`src/rtl/uart_tx_arbiter.sv`:
```
// ---------------------------------------------------------------------------
// uart_tx_arbiter
//
// Shares one UART transmitter (wr strobe / 8-bit data / busy) between N
// byte-stream requesters (console, debug trace, boot monitor, ...). Each
// byte is arbitrated round-robin. The arbiter then walks the transmitter
// handshake: strobe, wait for busy to rise, wait for busy to fall.
//
// Optional feature macro: UART_ARB_LOCK_EN
//   When defined, a requester that sends a byte with req_last=0 keeps the
//   transmitter locked until it sends a byte with req_last=1, or until it
//   has left the arbiter idle for LOCK_TIMEOUT cycles. This stops messages
//   from being interleaved. When undefined, req_last is ignored.
//
// Parameters:
//   N            number of requesters (2..8)
//   LOCK_TIMEOUT idle cycles before a held lock is dropped (lock build only)
//   IDW          grant index width, derived from N (do not override)
//
// Ports:
//   clk        system clock, all logic on posedge
//   resetq     synchronous reset, active low
//   req_valid  per-requester byte available
//   req_data   per-requester byte, requester i on [8i+7:8i]
//   req_last   byte is the last of a message (lock build only)
//   req_ready  one-hot accept pulse; the byte is consumed that cycle
//   tx_wr      registered 1-cycle write strobe to the transmitter
//   tx_data    registered byte to the transmitter, valid with tx_wr
//   tx_busy    transmitter busy; expected to rise the cycle after tx_wr
//   grant_id   index of the most recently granted requester
//   active     arbiter is not idle
//   err        1-cycle pulse: the transmitter never went busy
// ---------------------------------------------------------------------------
module uart_tx_arbiter #(
  parameter int N            = 4,
  parameter int LOCK_TIMEOUT = 1024,
  parameter int IDW          = $clog2(N)
) (
  input  logic             clk,
  input  logic             resetq,
  input  logic [N-1:0]     req_valid,
  input  logic [8*N-1:0]   req_data,
  input  logic [N-1:0]     req_last,
  output logic [N-1:0]     req_ready,
  output logic             tx_wr,
  output logic [7:0]       tx_data,
  input  logic             tx_busy,
  output logic [IDW-1:0]   grant_id,
  output logic             active,
  output logic             err
);

  localparam logic [1:0] S_IDLE      = 2'd0;
  localparam logic [1:0] S_ISSUE     = 2'd1;
  localparam logic [1:0] S_WAIT_BUSY = 2'd2;
  localparam logic [1:0] S_WAIT_IDLE = 2'd3;

  logic [1:0]     state;
  logic [IDW-1:0] ptr;        // last granted index; search starts at ptr+1
  logic           wb_second;  // currently in the 2nd WAIT_BUSY cycle

  logic [N-1:0]   elig;
  logic           found;
  logic [IDW-1:0] gnt;
  logic [7:0]     gnt_data;
  logic           grant;

`ifdef UART_ARB_LOCK_EN
  localparam int CW = $clog2(LOCK_TIMEOUT + 1);

  logic           lock;
  logic [IDW-1:0] lock_id;
  logic [CW-1:0]  idle_cnt;

  // While locked, only the lock holder may be granted.
  assign elig = lock ? (req_valid & (N'(1) << lock_id)) : req_valid;

  always_ff @(posedge clk) begin
    if (!resetq) begin
      lock     <= 1'b0;
      lock_id  <= '0;
      idle_cnt <= '0;
    end else if (grant) begin
      idle_cnt <= '0;
      lock     <= !req_last[gnt];
      lock_id  <= gnt;
    end else if (state == S_IDLE && lock && !req_valid[lock_id]) begin
      // Holder has gone quiet; release the transmitter after the timeout.
      if (idle_cnt == CW'(LOCK_TIMEOUT - 1)) begin
        lock     <= 1'b0;
        idle_cnt <= '0;
      end else begin
        idle_cnt <= idle_cnt + 1'b1;
      end
    end
  end
`else
  localparam int unused_lock_timeout = LOCK_TIMEOUT;
  logic unused_last;

  assign elig        = req_valid;
  assign unused_last = ^req_last;
`endif

  // Round-robin search: first eligible index from ptr+1 upward, wrapping.
  // NOTE: every signal written in always_comb gets a default first, so no
  // path leaves it unassigned and no latch is inferred.
  always_comb begin
    found    = 1'b0;
    gnt      = '0;
    gnt_data = '0;
    for (int k = 1; k <= N; k++) begin
      logic [IDW-1:0] cand;
      cand = IDW'((int'(ptr) + k) % N);
      if (!found && elig[cand]) begin
        found = 1'b1;
        gnt   = cand;
      end
    end
    for (int i = 0; i < N; i++) begin
      if (gnt == IDW'(i)) gnt_data = req_data[i*8 +: 8];
    end
  end

  // A grant is only taken in IDLE with the transmitter free. Gating with
  // resetq keeps req_ready from claiming a byte the reset will discard.
  assign grant  = resetq && (state == S_IDLE) && !tx_busy && found;
  assign active = (state != S_IDLE);

  always_comb begin
    req_ready = '0;
    if (grant) req_ready[gnt] = 1'b1;
  end

  // NOTE: state registers use non-blocking assignments so every register
  // samples the pre-edge values, independent of statement order.
  always_ff @(posedge clk) begin
    if (!resetq) begin
      state     <= S_IDLE;
      ptr       <= IDW'(N - 1);  // requester 0 wins the first arbitration
      wb_second <= 1'b0;
      tx_wr     <= 1'b0;
      tx_data   <= '0;
      grant_id  <= '0;
      err       <= 1'b0;
    end else begin
      tx_wr <= 1'b0;
      err   <= 1'b0;
      case (state)
        S_IDLE: begin
          if (grant) begin
            tx_data  <= gnt_data;
            tx_wr    <= 1'b1;
            grant_id <= gnt;
            ptr      <= gnt;
            state    <= S_ISSUE;
          end
        end
        S_ISSUE: begin
          wb_second <= 1'b0;
          state     <= S_WAIT_BUSY;
        end
        S_WAIT_BUSY: begin
          if (tx_busy) begin
            state <= S_WAIT_IDLE;
          end else if (wb_second) begin
            // Transmitter ignored the strobe; flag it and drop the byte.
            err   <= 1'b1;
            state <= S_IDLE;
          end else begin
            wb_second <= 1'b1;
          end
        end
        S_WAIT_IDLE: begin
          if (!tx_busy) state <= S_IDLE;
        end
        default: state <= S_IDLE;
      endcase
    end
  end

endmodule
```
`config.mk`:
```
export PLATFORM = sky130hd
export DESIGN_NAME = uart_tx_arbiter
export DESIGN_NICKNAME = d
export VERILOG_FILES = /design/src/rtl/uart_tx_arbiter.sv
export SDC_FILE = /design/constraint.sdc
export NUM_CORES = 1
export LEC_CHECK = 0
export BUFFER_PORTS_ARGS = -buffer_cell sky130_fd_sc_hd__buf_2
export CAP_MARGIN = 25
export CORE_ASPECT_RATIO = 2
export CORE_MARGIN = 4
export CORE_UTILIZATION = 30
export DETAILED_ROUTE_END_ITERATION = 10
export SYNTH_ARGS = -nofsm -noshare
export SYNTH_HDL_FRONTEND = slang
export SYNTH_SLANG_ARGS = --single-unit
export TNS_END_PERCENT = 10
```
`constraint.sdc`:
```
create_clock -name clk -period 4.11 [get_ports clk]
set_input_delay 0.6165 -clock clk [delete_from_list [all_inputs] [get_ports clk]]
set_output_delay 0.6165 -clock clk [all_outputs]
set_load 0.05 [all_outputs]
```
* Word level (Yosys, flattened, before mapping)
Cells that the tools add are included.
** Storage, ports and cells
- Bits in registers :: 17
- Latch bits :: 0
- Memory bits (writable) :: 0
- Bits in read-only memories :: 0
- Input port bits :: 43
- Word-level logic and storage cells :: 81
- Memories kept :: 0
** Cells by class
- Add/sub/neg operators :: 4
- Multipliers :: 0
- Div/mod/pow operators :: 0
- Order comparisons :: 6
- Equal/unequal tests :: 10
- Shift-type cells :: 0
- Mux-type cells :: 32
- Bitwise logic cells :: 2
- Reduce and logical (&&, ||, !) cells :: 20
** Operators by type and width (count)
- $mux 8 :: 4
- $mux 2 :: 8
- $lt 2x3->1 const B :: 5
- $mux 1 :: 12
- $bmux 1 s2 :: 4
- $eq 2x2->1 const B :: 4
- $pmux 2 s4 :: 1
- $logic_and 1x1->1 :: 7
- $ne 2x2->1 const B :: 3
- $reduce_and 2->1 :: 3
- $add 2x1->2 const B :: 2
- $add 2x2->2 const B :: 2
- $eq 2x1->1 const B :: 2
- $logic_not 1->1 :: 4
- $logic_not 2->1 :: 2
- $mux 4 :: 1
- $reduce_bool 2->1 :: 2
- $ne 3x3->1 const B :: 1
- $reduce_and 3->1 :: 1
- $reduce_or 3->1 :: 1
- $demux 1 s2 :: 1
- $ge 2x1->1 const B :: 1
- $not 1->1 :: 2
- $pmux 1 s2 :: 1

* Depth between registers and ports, before layout
Gate-level depths: netlist of run 1.
- Depth after elaboration :: 18
- Depth in mapped cells :: 6
- Depth with buffers taken out :: 6

* Least setup slack after synthesis of run 1
No wires, ideal clock.
- Kind :: input -> output
- From :: input req_valid[2]
- To :: output req_ready[1]
- Arrival time :: 2.251 ns
- Data required time :: 3.493 ns
- Slack :: 1.242 ns
- Stages on the path :: 5
- Buffers on the path :: 1
- Path through :: nand2b_1 > a21oi_1 > a221oi_2 > buf_6 > nor3_1
** On the way
- Longest elaborated chain between the ends :: 17
** RTL lines
- from (decl) :: RTL line 41 : input logic [N-1:0] req_valid,
- $bmux 1 s2 :: RTL line 115 : if (!found && elig[cand]) begin
- $mux 1 (implied by the code) :: RTL line 115
- $mux 1 :: RTL line 115
- $logic_not 1->1 :: RTL line 115
- $logic_and 1x1->1 :: RTL line 115
- $mux 1 :: RTL line 115
- $logic_not 1->1 :: RTL line 115
- $logic_and 1x1->1 :: RTL line 115
- $mux 1 :: RTL line 115
- $logic_not 1->1 :: RTL line 115
- $logic_and 1x1->1 :: RTL line 115
- $mux 2 :: RTL line 115
- $lt 2x3->1 (implied by the code) or $ge 2x1->1 (tied branches) :: RTL line 132 : if (grant) req_ready[gnt] = 1'b1;
- $logic_and 1x1->1 (implied by the code) :: RTL line 132
- $mux 1 (implied by the code) :: RTL line 132
- $demux 1 s2 :: RTL line 132
- $mux 4 * :: RTL line 132
- to (decl) :: RTL line 44 : output logic [N-1:0] req_ready,
Mark *: on every way between the ends. The rest lies on a longest branch, timed or not. The select of a mux whose other input is x is not followed.

* Worst setup path in the final report of run 1
- From :: input req_valid[1]
- To :: output req_ready[2]
Same word-level chain as after synthesis.

==> out/metrics.csv, run 1 <==
stage,metric,value,unit
timing,max_slew_margin,0.659,
drt,wl_per_cell,12.4,µm
setup_path,crit_fanout,22,
timing,rsz0062_at_grt,no,
synth,synth_top_cell_by_area,dfxtp_1,
timing,worst_clock_skew,3.84,ps
cells_and_area,drive_above_1_share,0.479,
min_path,worstHoldPathType,reg2reg,
synth,synth_cell_types,35,
drt,postRouteAntennaNets,0,
synth,synth_top_area_frac,0.332,
clock_network,clk_root_buffer_cell,clkbuf_8,
synth,synth_most_common_cell,dfxtp_1,
placement,io_buffers,55,
power,clock_power_share,0.228,
grt,grt_overflow,0,
cells_and_area,fillCellCount,326,
synth,ys_ff_latch,17,
power,power_density,385,nW/µm²
cells_and_area,final_cells,194,
clock_network,clk_pin_slew_worst_paths,60,ps
clock_network,clk_path_buf_depth,2,
outcome,outcome,"finished, final reports clean",
synth,synth_commonest_cells,"dfxtp_1 (17), mux2i_1 (16), nand3_1 (9)",
timing,finalSetupTns,0,ps
grt,antenna_found_initial,0,
setup_path,start_kind,input pin,
placement,hpwlAfterDp,2000,µm
power,seq_power_share,0.368,
timing,worstMarginPinSlew,512,ps
grt,grt_pass1_vias,952,
timing,drv_slew,0,
synth,async_flop_share,0,
drt,vias,962,
timing,finalHoldViolations,0,
power,peakVddDrop,155,µV
clock_network,cts_setup_buffers,0,
cells_and_area,seq_area,340,µm²
setup_path,path_class,in2out,
clock_network,post_cts_resized,0,
clock_network,clkLatencyLatePin,250,ps
power,p_switching,0.188,mW
power,p_int,0.340,mW
drt,drtIter0Drc,9,
synth,synth_cells,107,
timing,fin_ws,1380,ps
floorplan,core_area,3230,µm²
synth,synth_nets,150,
drt,drc_errors,0,
cells_and_area,multi_input_comb_area,637,µm²
grt,grt_usage,0.109,
clock_network,clock-sinks,17,
clock_network,cts_tree,built,
drt,finalWirelength,2410,µm
setup_path,required,3490,ps
synth,yosysSeqAreaShare,0.332,
synth,yosys_warnings,0,
clock_network,cts_inserted_buffers,3,
floorplan,die_w,49.3,µm
grt,grt_max_degree,23,
placement,pre_cts_ws,1350,ps
power,sw_frac_of_total,0.356,
cells_and_area,final_util,0.424,
floorplan,num_io_pins,60,
timing,setup_viol,0,
synth,syn-cell-area,1020,µm²
floorplan,rows,29,
setup_path,worst_setup_path_end_kind,output port,
synth,ys_top_cells_by_area,"dfxtp_1 (33%), mux2i_1 (16%), mux2_4 (8.8%), o21ai_2 (5.1%), nand3_1 (4.4%)",
floorplan,die_h,90.7,µm
placement,gp_congestion,0.723,
cells_and_area,area_growth,33.7,%
floorplan,die_area,4470,µm²
placement,placedCellCount,190,
power,power.share.combinational,0.404,
setup_path,arrival,2120,ps
drt,vias_per_cell,4.96,
synth,synth_edf_count,0,
drt,first_pass_iters,2,
power,p_leak,0.670,nW
cells_and_area,nets,207,
run,maxCapViolCount,0,
timing,fin_crit_sh,0.665,
synth,synth_ff_type,dfxtp_1,
clock_network,ctsHoldBuffers,0,
cells_and_area,diodes,0,
grt,grt_pass1_wl,3910,µm
clock_network,cts.htree.levels,1,
timing,fin_crit,2730,ps
synth,synth_area_per_cell,9.58,µm²
floorplan,initial_core_util,0.317,
timing,max_freq,366,MHz
[per-layer routing]
metal  up-vias  GRT usage  share of wire
li1        497          -              -
met5         -          0              0
met3         4     0.0314          0.075
met4         0     0.0499          0.013
met2        35      0.210           0.55
met1       426      0.101           0.36
[worst paths after layout]
kind | from | end | slack (ps) | cells after the start
worst max-delay path | req_valid[1] | req_ready[2] | 1380 | 8
worst min-delay path | tx_data[2]$_SDFFE_PN0P_ | tx_data[2]$_SDFFE_PN0P_ | 460 | 2
worst max register to register | ptr[0]$_SDFFE_PN1P_ | tx_data[0]$_SDFFE_PN0P_ | 2330 | 6
worst min register to register | tx_data[2]$_SDFFE_PN0P_ | tx_data[2]$_SDFFE_PN0P_ | 460 | 2
[power by group through the flow]
stage	clock (mW)	sequential, mW	combinational [mW]
after global placement	0	0.198	0.212
after CTS	0.126	0.195	0.216
after floorplan	0	0.240	0.124
after detailed placement	0	0.198	0.216
after global routing	0.131	0.197	0.230
final	0.120	0.194	0.213
[through the flow]
| step | power, mW | hold WS [ps] | area [µm²] |
|---|---|---|---|
| detailed placement | 0.414 | 457 | 1330 |
| global placement | 0.410 | 442 | 1330 |
| finish | 0.528 | 463 | 1370 |
| CTS | 0.536 | 467 | 1370 |
| floorplan | 0.364 | 479 | 1020 |
| global route | 0.558 | 492 | 1370 |
[cells in the final DEF (no fill, tap or decap), types with 4 or more instances in the layout]
cell type,Yosys,layout
dfxtp_1,17,17
o21ai_2,6,6
buf_2,2,55
mux2i_1,16,16
nand2b_1,4,4
mux2_4,6,6
nand3_1,9,9
nor2_1,6,6
[state kept, by name (all words and copies together), names as in the netlist]
signal and cells:
grant_id 2, state 2, ptr 2, err 1, tx_data 8, wb_second 1, tx_wr 1
[logic make-up (layout without fill, tap and decap cells)]
kind of cell           Yosys count  in the layout  synth area share
flip-flops                      17             17             0.332
buffers and inverters            9             65            0.0537
multiplexers                    24             24             0.266
AO/OA/AOI/OAI                   22             22             0.161
AND/OR/NAND/NOR                 35             35             0.187
[critical path, stage by stage]
cell and delay (ps):
buf_2 120, or2_1 250, nor3_1 190, or2_1 140, buf_4 250, inv_1 140, and3_1 190, buf_2 210
[final cells by class]
cell class | count | area share
sequential | 17 | 0.248
multi-input combinational | 81 | 0.465
tap | 31 | 0.0283
clock buffer | 4 | 0.0329
timing repair buffer | 58 | 0.217
inverter | 3 | 0.00822
(Power assumes the default switching activity.)
==> run 2, diff against run 1 <==
==> constraint.sdc (replaced) <==
create_clock -name clk -period 2.2 [get_ports clk]
set_input_delay 0.33 -clock clk [delete_from_list [all_inputs] [get_ports clk]]
set_output_delay 0.33 -clock clk [all_outputs]
set_load 0.05 [all_outputs]
==> run 2 against run 1 <==
  * Routed wire length fell by 0.96%
  * Power rose by 90%
  * Clock skew rose by 3.8 ps
  * Critical path depth fell by 3
  * Cell count rose by 2.1%
  * Global-route usage rose by 0.55 points
  * First-iteration DRC count fell by 22%
  * Cell area rose by 3.5%
  * Worst hold slack got worse by 62 ps
  * Largest cell class unchanged
==> out/metrics.csv, run 2 (synthesized netlist as in run 1, its figures left out) <==
stage,metric,value,unit,change
grt,grt_pass1_wl,4200,µm,was 3910 µm
power,sw_frac_of_total,0.357,,was 0.356
clock_network,cts_tree,built,,unchanged
floorplan,core_area,3230,µm²,unchanged
grt,grt_max_degree,17,,was 23
power,p_leak,0.692,nW,was 0.670 nW
placement,dpl-instance-area,1350,µm²,was 1330 µm²
clock_network,cts_inserted_buffers,3,,unchanged
drt,postRouteAntennaNets,0,,unchanged
setup_path,crit_fanout,5,,was 22
cells_and_area,diodes,0,,unchanged
setup_path,arrival,1750,ps,was 2120 ps
min_path,hold_end,state[0]$_SDFFE_PN0P_,,was tx_data[2]$_SDFFE_PN0P_
run,maxCapViolCount,0,,unchanged
grt,grt_pass1_vias,1075,,was 952
timing,worst_clock_skew,7.64,ps,was 3.84 ps
timing,max_freq,480,MHz,
drt,vias_per_cell,4.93,,was 4.96
power,seq_power_share,0.364,,was 0.368
power,power.share.combinational,0.411,,was 0.404
placement,pre_cts_ws,244,ps,was 1350 ps
power,p_switching,0.357,mW,was 0.188 mW
floorplan,die_area,4470,µm²,unchanged
setup_path,reg2regPathDepth,7,,was 6
floorplan,rows,29,,unchanged
drt,drc_errors,0,,unchanged
clock_network,clk_root_buffer_cell,clkbuf_8,,unchanged
grt,antenna_found_initial,0,,unchanged
drt,wl_per_cell,12.0,µm,was 12.4 µm
setup_path,required,1870,ps,was 3490 ps
min_path,hold_depth,3,,was 2
timing,finalSetupTns,0,ps,unchanged
timing,max_slew_margin,0.758,,was 0.659
setup_path,path_class,reg2out,,was in2out
drt,finalWirelength,2390,µm,was 2410 µm
power,p_int,0.643,mW,was 0.340 mW
drt,vias,976,,was 962
cells_and_area,final_common_cell,buf_2,,unchanged
floorplan,die_h,90.7,µm,unchanged
cells_and_area,nets,211,,was 207
grt,grt_usage,0.115,,was 0.109
clock_network,clk_path_buf_depth,2,,unchanged
floorplan,initial_core_util,0.317,,unchanged
cells_and_area,final_cell_mix,"buf_2 (53), dfxtp_1 (17), mux2i_1 (16), nand3_1 (9), buf_4 (7)",,"was buf_2 (55), dfxtp_1 (17), mux2i_1 (16), nand3_1 (9)"
clock_network,clk_pin_slew_worst_paths,70,ps,was 60 ps
timing,fin_ws,119,ps,was 1380 ps
drt,first_pass_iters,2,,unchanged
setup_path,worst_setup_path_end_kind,output port,,unchanged
drt,drtIter0Drc,7,,was 9
setup_path,r2r_slack,250,ps,was 2330 ps
setup_path,rr_endpoint,tx_data[1]$_SDFFE_PN0P_,,was tx_data[0]$_SDFFE_PN0P_
grt,grt_overflow,0,,unchanged
timing,fin_crit,2080,ps,
placement,io_buffers,55,,unchanged
timing,drv_slew,0,,unchanged
cells_and_area,regMostFlops,tx_data,,unchanged
cells_and_area,largest_reg_flops,8,,unchanged
setup_path,start_kind,register,,was input pin
timing,fin_crit_sh,0.946,,
timing,rsz0062_at_grt,no,,unchanged
placement,gp_congestion,0.697,,was 0.723
power,peakVddDrop,333,µV,was 155 µV
setup_path,r2r_start,ptr[0]$_SDFFE_PN1P_,,unchanged
floorplan,num_io_pins,60,,unchanged
clock_network,cts.htree.levels,1,,unchanged
min_path,worstHoldPathType,in2reg,,was reg2reg
outcome,outcome,"finished, final reports clean",,unchanged
timing,finalHoldViolations,0,,unchanged
timing,worstMarginPinSlew,362,ps,was 512 ps
cells_and_area,fin_area,1420,µm²,was 1370 µm²
power,clock_power_share,0.224,,was 0.228
floorplan,die_w,49.3,µm,unchanged
power,power_density,706,nW/µm²,was 385 nW/µm²
clock_network,clkLatencyLatePin,250,ps,about the same
cells_and_area,drive_above_1_share,0.509,,was 0.479
clock_network,clock-sinks,17,,unchanged
timing,setup_viol,0,,unchanged
placement,hpwlAfterDp,2050,µm,was 2000 µm
cells_and_area,area_growth,38.3,%,was 33.7%
min_path,min_from,tx_busy,,was tx_data[2]$_SDFFE_PN0P_
[run 2: changes by cell type in the layout (fill, tap and decap cells not counted), sizes merged]
cell	previous run	this run
clkinv	0	1
buf	58	61
[run 2: layout make-up]
cell class | count | area [µm²]
Tap cell | 31 | 38.8
Inverter | 3 | 11.3
Clock inverter | 1 | 5.00
Multi-Input combinational cell | 81 | 644
Clock buffer | 3 | 41.3
Timing Repair Buffer | 62 | 337
Sequential cell | 17 | 340
Fill cell | 334 | 1810
[run 2: critical path, cell delays in order, from the launching register on]
cell and delay, ps:
dfxtp_1 410, nand2b_1 200, o21ai_1 120, a221oi_2 330
and3_1 210, clkbuf_4 230
[run 2: power by group through the flow]
| stage | Combinational, mW | Clock (mW) | Sequential (mW) |
|---|---|---|---|
| 2_1_floorplan | 0.233 | 0 | 0.448 |
| 3_3_place_gp | 0.404 | 0 | 0.370 |
| 3_5_place_dp | 0.412 | 0 | 0.370 |
| 4_1_cts | 0.417 | 0.234 | 0.364 |
| 5_1_grt | 0.447 | 0.245 | 0.370 |
| 6_report | 0.412 | 0.224 | 0.364 |
[run 2: worst max-delay path by stage]
| stage | start | end | slack, ps | depth (start not counted) |
|---|---|---|---|---|
| floorplan | req_valid[1] | req_ready[3] | 150 | 5 |
| global placement | req_valid[1] | req_ready[2] | 240 | 7 |
| detailed placement | req_valid[1] | req_ready[2] | 240 | 7 |
| CTS | ptr[0]$_SDFFE_PN1P_ | req_ready[2] | 70 | 5 |
| global route | ptr[0]$_SDFFE_PN1P_ | req_ready[2] | 9 | 5 |
| finish | ptr[0]$_SDFFE_PN1P_ | req_ready[2] | 120 | 5 |
[run 2: stage by stage]
step	util	hold WS [ps]	total power [mW]	std cells
after floorplan	-	458	0.681	107
after global placement	0.419	445	0.774	193
after detailed placement	0.419	445	0.782	193
after CTS	0.435	388	1.01	198
after global routing	0.439	427	1.06	198
final	0.439	401	1.00	198
[run 2: repair_timing]
item / 4_1_cts / 5_1_grt
buffers inserted: 1 / 0
hold buffers: 0 / 0
setup endpoints to repair: 1 / 2
hold endpoints to repair: 0 / 0
pin swaps: 1 / 0
gates resized for setup: 0 / 5
[run 2: per-layer routing]
layer | share of wire | global-route usage | wire (µm) | vias up
met5 | 0 | 0 | 0 | -
met4 | 0.015 | 0.0356 | 35 | 0
met3 | 0.098 | 0.0248 | 234 | 4
met2 | 0.54 | 0.225 | 1290 | 46
met1 | 0.35 | 0.113 | 825 | 420
li1 | - | - | - | 506
==> run 3, diff against run 2 <==
--- a/config.mk
+++ b/config.mk
@@ -8,9 +8,10 @@
 export BUFFER_PORTS_ARGS = -buffer_cell sky130_fd_sc_hd__buf_2
 export CAP_MARGIN = 25
 export CORE_ASPECT_RATIO = 2
-export CORE_MARGIN = 4
+export CORE_MARGIN = 2
 export CORE_UTILIZATION = 30
 export DETAILED_ROUTE_END_ITERATION = 10
+export MAX_ROUTING_LAYER = met4
 export SYNTH_ARGS = -nofsm -noshare
 export SYNTH_HDL_FRONTEND = slang
 export SYNTH_SLANG_ARGS = --single-unit
==> run 3 against run 2 <==
  * Maximum frequency grew 0.39%
  * Register-to-register slack improved by 200 ps
  * Via count rose by 4.6%
==> out/metrics.csv, run 3 (synthesized netlist as in run 1, its figures left out) <==
stage,metric,value,unit,change
outcome,outcome,"finished, final reports clean",,unchanged
grt,grt_usage,0.137,,was 0.115
floorplan,core_area,3340,µm²,was 3230 µm²
power,seq_power_share,0.358,,was 0.364
placement,io_buffers,55,,unchanged
power,sw_frac_of_total,0.360,,was 0.357
power,p_int,0.656,mW,was 0.643 mW
power,power.share.combinational,0.420,,was 0.411
timing,max_freq,482,MHz,was 480 MHz
floorplan,rows,30,,was 29
cells_and_area,diodes,0,,unchanged
power,clock_power_share,0.222,,was 0.224
setup_path,crit_fanout,9,,was 5
drt,vias,1021,,was 976
clock_network,clk_path_buf_depth,2,,unchanged
floorplan,die_w,45.3,µm,was 49.3 µm
drt,finalWirelength,2560,µm,was 2390 µm
timing,drv_slew,0,,unchanged
floorplan,die_h,86.7,µm,was 90.7 µm
cells_and_area,final_cell_mix,"buf_2 (52), mux2i_1 (16), dfxtp_1 (16), nand3_1 (9), o21ai_2 (7)",,"was buf_2 (53), dfxtp_1 (17), mux2i_1 (16), nand3_1 (9), buf_4 (7)"
timing,finalSetupTns,0,ps,unchanged
setup_path,worst_setup_path_end_kind,output port,,unchanged
clock_network,clk_root_buffer_cell,clkbuf_8,,unchanged
clock_network,cts_tree,built,,unchanged
clock_network,clock-sinks,17,,unchanged
drt,drc_errors,0,,unchanged
drt,vias_per_cell,5.13,,was 4.93
cells_and_area,largest_reg_flops,8,,unchanged
floorplan,die_area,3930,µm²,was 4470 µm²
cells_and_area,nets,211,,unchanged
cells_and_area,final_common_cell,buf_2,,unchanged
placement,gp_congestion,0.737,,was 0.697
timing,worst_clock_skew,0.621,ps,was 7.64 ps
placement,hpwlAfterDp,2090,µm,was 2050 µm
timing,worstMarginPinSlew,382,ps,was 362 ps
setup_path,required,1870,ps,about the same
clock_network,cts.htree.levels,1,,unchanged
grt,grt_max_degree,17,,unchanged
clock_network,ctsHoldBuffers,0,,unchanged
cells_and_area,area_growth,40.9,%,was 38.3%
clock_network,clk_pin_slew_worst_paths,60,ps,was 70 ps
cells_and_area,final_util,0.432,,was 0.439
power,power.total,1.03,mW,was 1.00 mW
timing,setup_viol,0,,unchanged
floorplan,initial_core_util,0.307,,was 0.317
power,p_leak,0.695,nW,was 0.692 nW
drt,drtIter0Drc,38,,was 7
drt,postRouteAntennaNets,0,,unchanged
power,power_density,710,nW/µm²,was 706 nW/µm²
drt,wl_per_cell,12.9,µm,was 12.0 µm
grt,antenna_found_initial,0,,unchanged
setup_path,arrival,1740,ps,was 1750 ps
timing,fin_crit_sh,0.942,,was 0.946
timing,hold_ws,435,ps,was 401 ps
power,peakVddDrop,279,µV,was 333 µV
clock_network,cts_inserted_buffers,3,,unchanged
drt,first_pass_iters,4,,was 2
grt,grt_pass1_vias,1004,,was 1075
grt,grt_pass1_wl,4020,µm,was 4200 µm
run,maxCapViolCount,0,,unchanged
timing,fin_crit,2070,ps,was 2080 ps
cells_and_area,drive_above_1_share,0.527,,was 0.509
timing,finalHoldViolations,0,,unchanged
cells_and_area,regMostFlops,tx_data,,unchanged
clock_network,clkLatencyLatePin,250,ps,about the same
setup_path,start_kind,register,,unchanged
grt,grt_overflow,0,,unchanged
min_path,worstHoldPathType,in2reg,,unchanged
floorplan,num_io_pins,60,,unchanged
timing,max_slew_margin,0.745,,was 0.758
power,p_switching,0.369,mW,was 0.357 mW
setup_path,path_class,reg2out,,unchanged
==> run 3: cell types whose count changed in the layout (fill, tap and decap cells not counted), sizes merged <==
cell / before / now
clkbuf: 4 / 7
buf: 61 / 59
clkinv: 1 / 0
==> run 3: per-layer routing <==
layer | vias to the layer above | part of all wire | GRT usage
li1 | 509 | - | -
met1 | 466 | 0.36 | 0.133
met2 | 40 | 0.56 | 0.253
met3 | 6 | 0.047 | 0.0208
met4 | 0 | 0.030 | 0.0561
met5 | - | 0 | -
==> run 3: worst max-delay path: stages, from the launching register on <==
cell,delay [ps]
dfxtp_2,350
nand2b_1,210
o21ai_2,120
a221oi_2,90
buf_4,160
buf_12,140
nor3_2,180
clkbuf_4,250
==> run 3: final timing paths <==
kind / from / end / slack, ps / cells past startpoint
max: ptr[0]$_SDFFE_PN1P_ / req_ready[1] / 130 / 7
min: tx_busy / state[0]$_SDFFE_PN0P_ / 430 / 3
max reg2reg: ptr[0]$_SDFFE_PN1P_ / tx_data[0]$_SDFFE_PN0P_ / 450 / 7
min reg2reg: grant_id[1]$_SDFFE_PN0P_ / grant_id[1]$_SDFFE_PN0P_ / 450 / 2
==> run 3: repair_timing <==
action | 4_1_cts | 5_1_grt
gates resized for setup | 0 | 8
pin swaps | 1 | 0
setup endpoints to repair | 3 | 4
buffers inserted | 1 | 0
==> run 3: area by class of cell <==
type | count | area (µm²)
tap | 32 | 40.0
multi-input combinational | 81 | 658
clock buffer | 4 | 45.0
sequential | 17 | 342
inverter | 3 | 11.3
timing repair buffer | 62 | 348
fill | 346 | 1900
==> run 3: power by group through the flow <==
stage / Sequential (mW) / Clock, mW / Combinational [mW]
2_1_floorplan: 0.448 / 0 / 0.233
3_3_place_gp: 0.370 / 0 / 0.414
3_5_place_dp: 0.372 / 0 / 0.424
4_1_cts: 0.365 / 0.233 / 0.429
5_1_grt: 0.371 / 0.250 / 0.461
6_report: 0.368 / 0.227 / 0.430
==> run 3: per-stage QoR <==
step                instances  cell area, µm²  worst slack, ps
finish                    199            1440              127
global route              199            1440            -18.9
CTS                       199            1420             31.4
detailed placement        194            1370              252
global placement          194            1370              251
floorplan                 107            1030              146
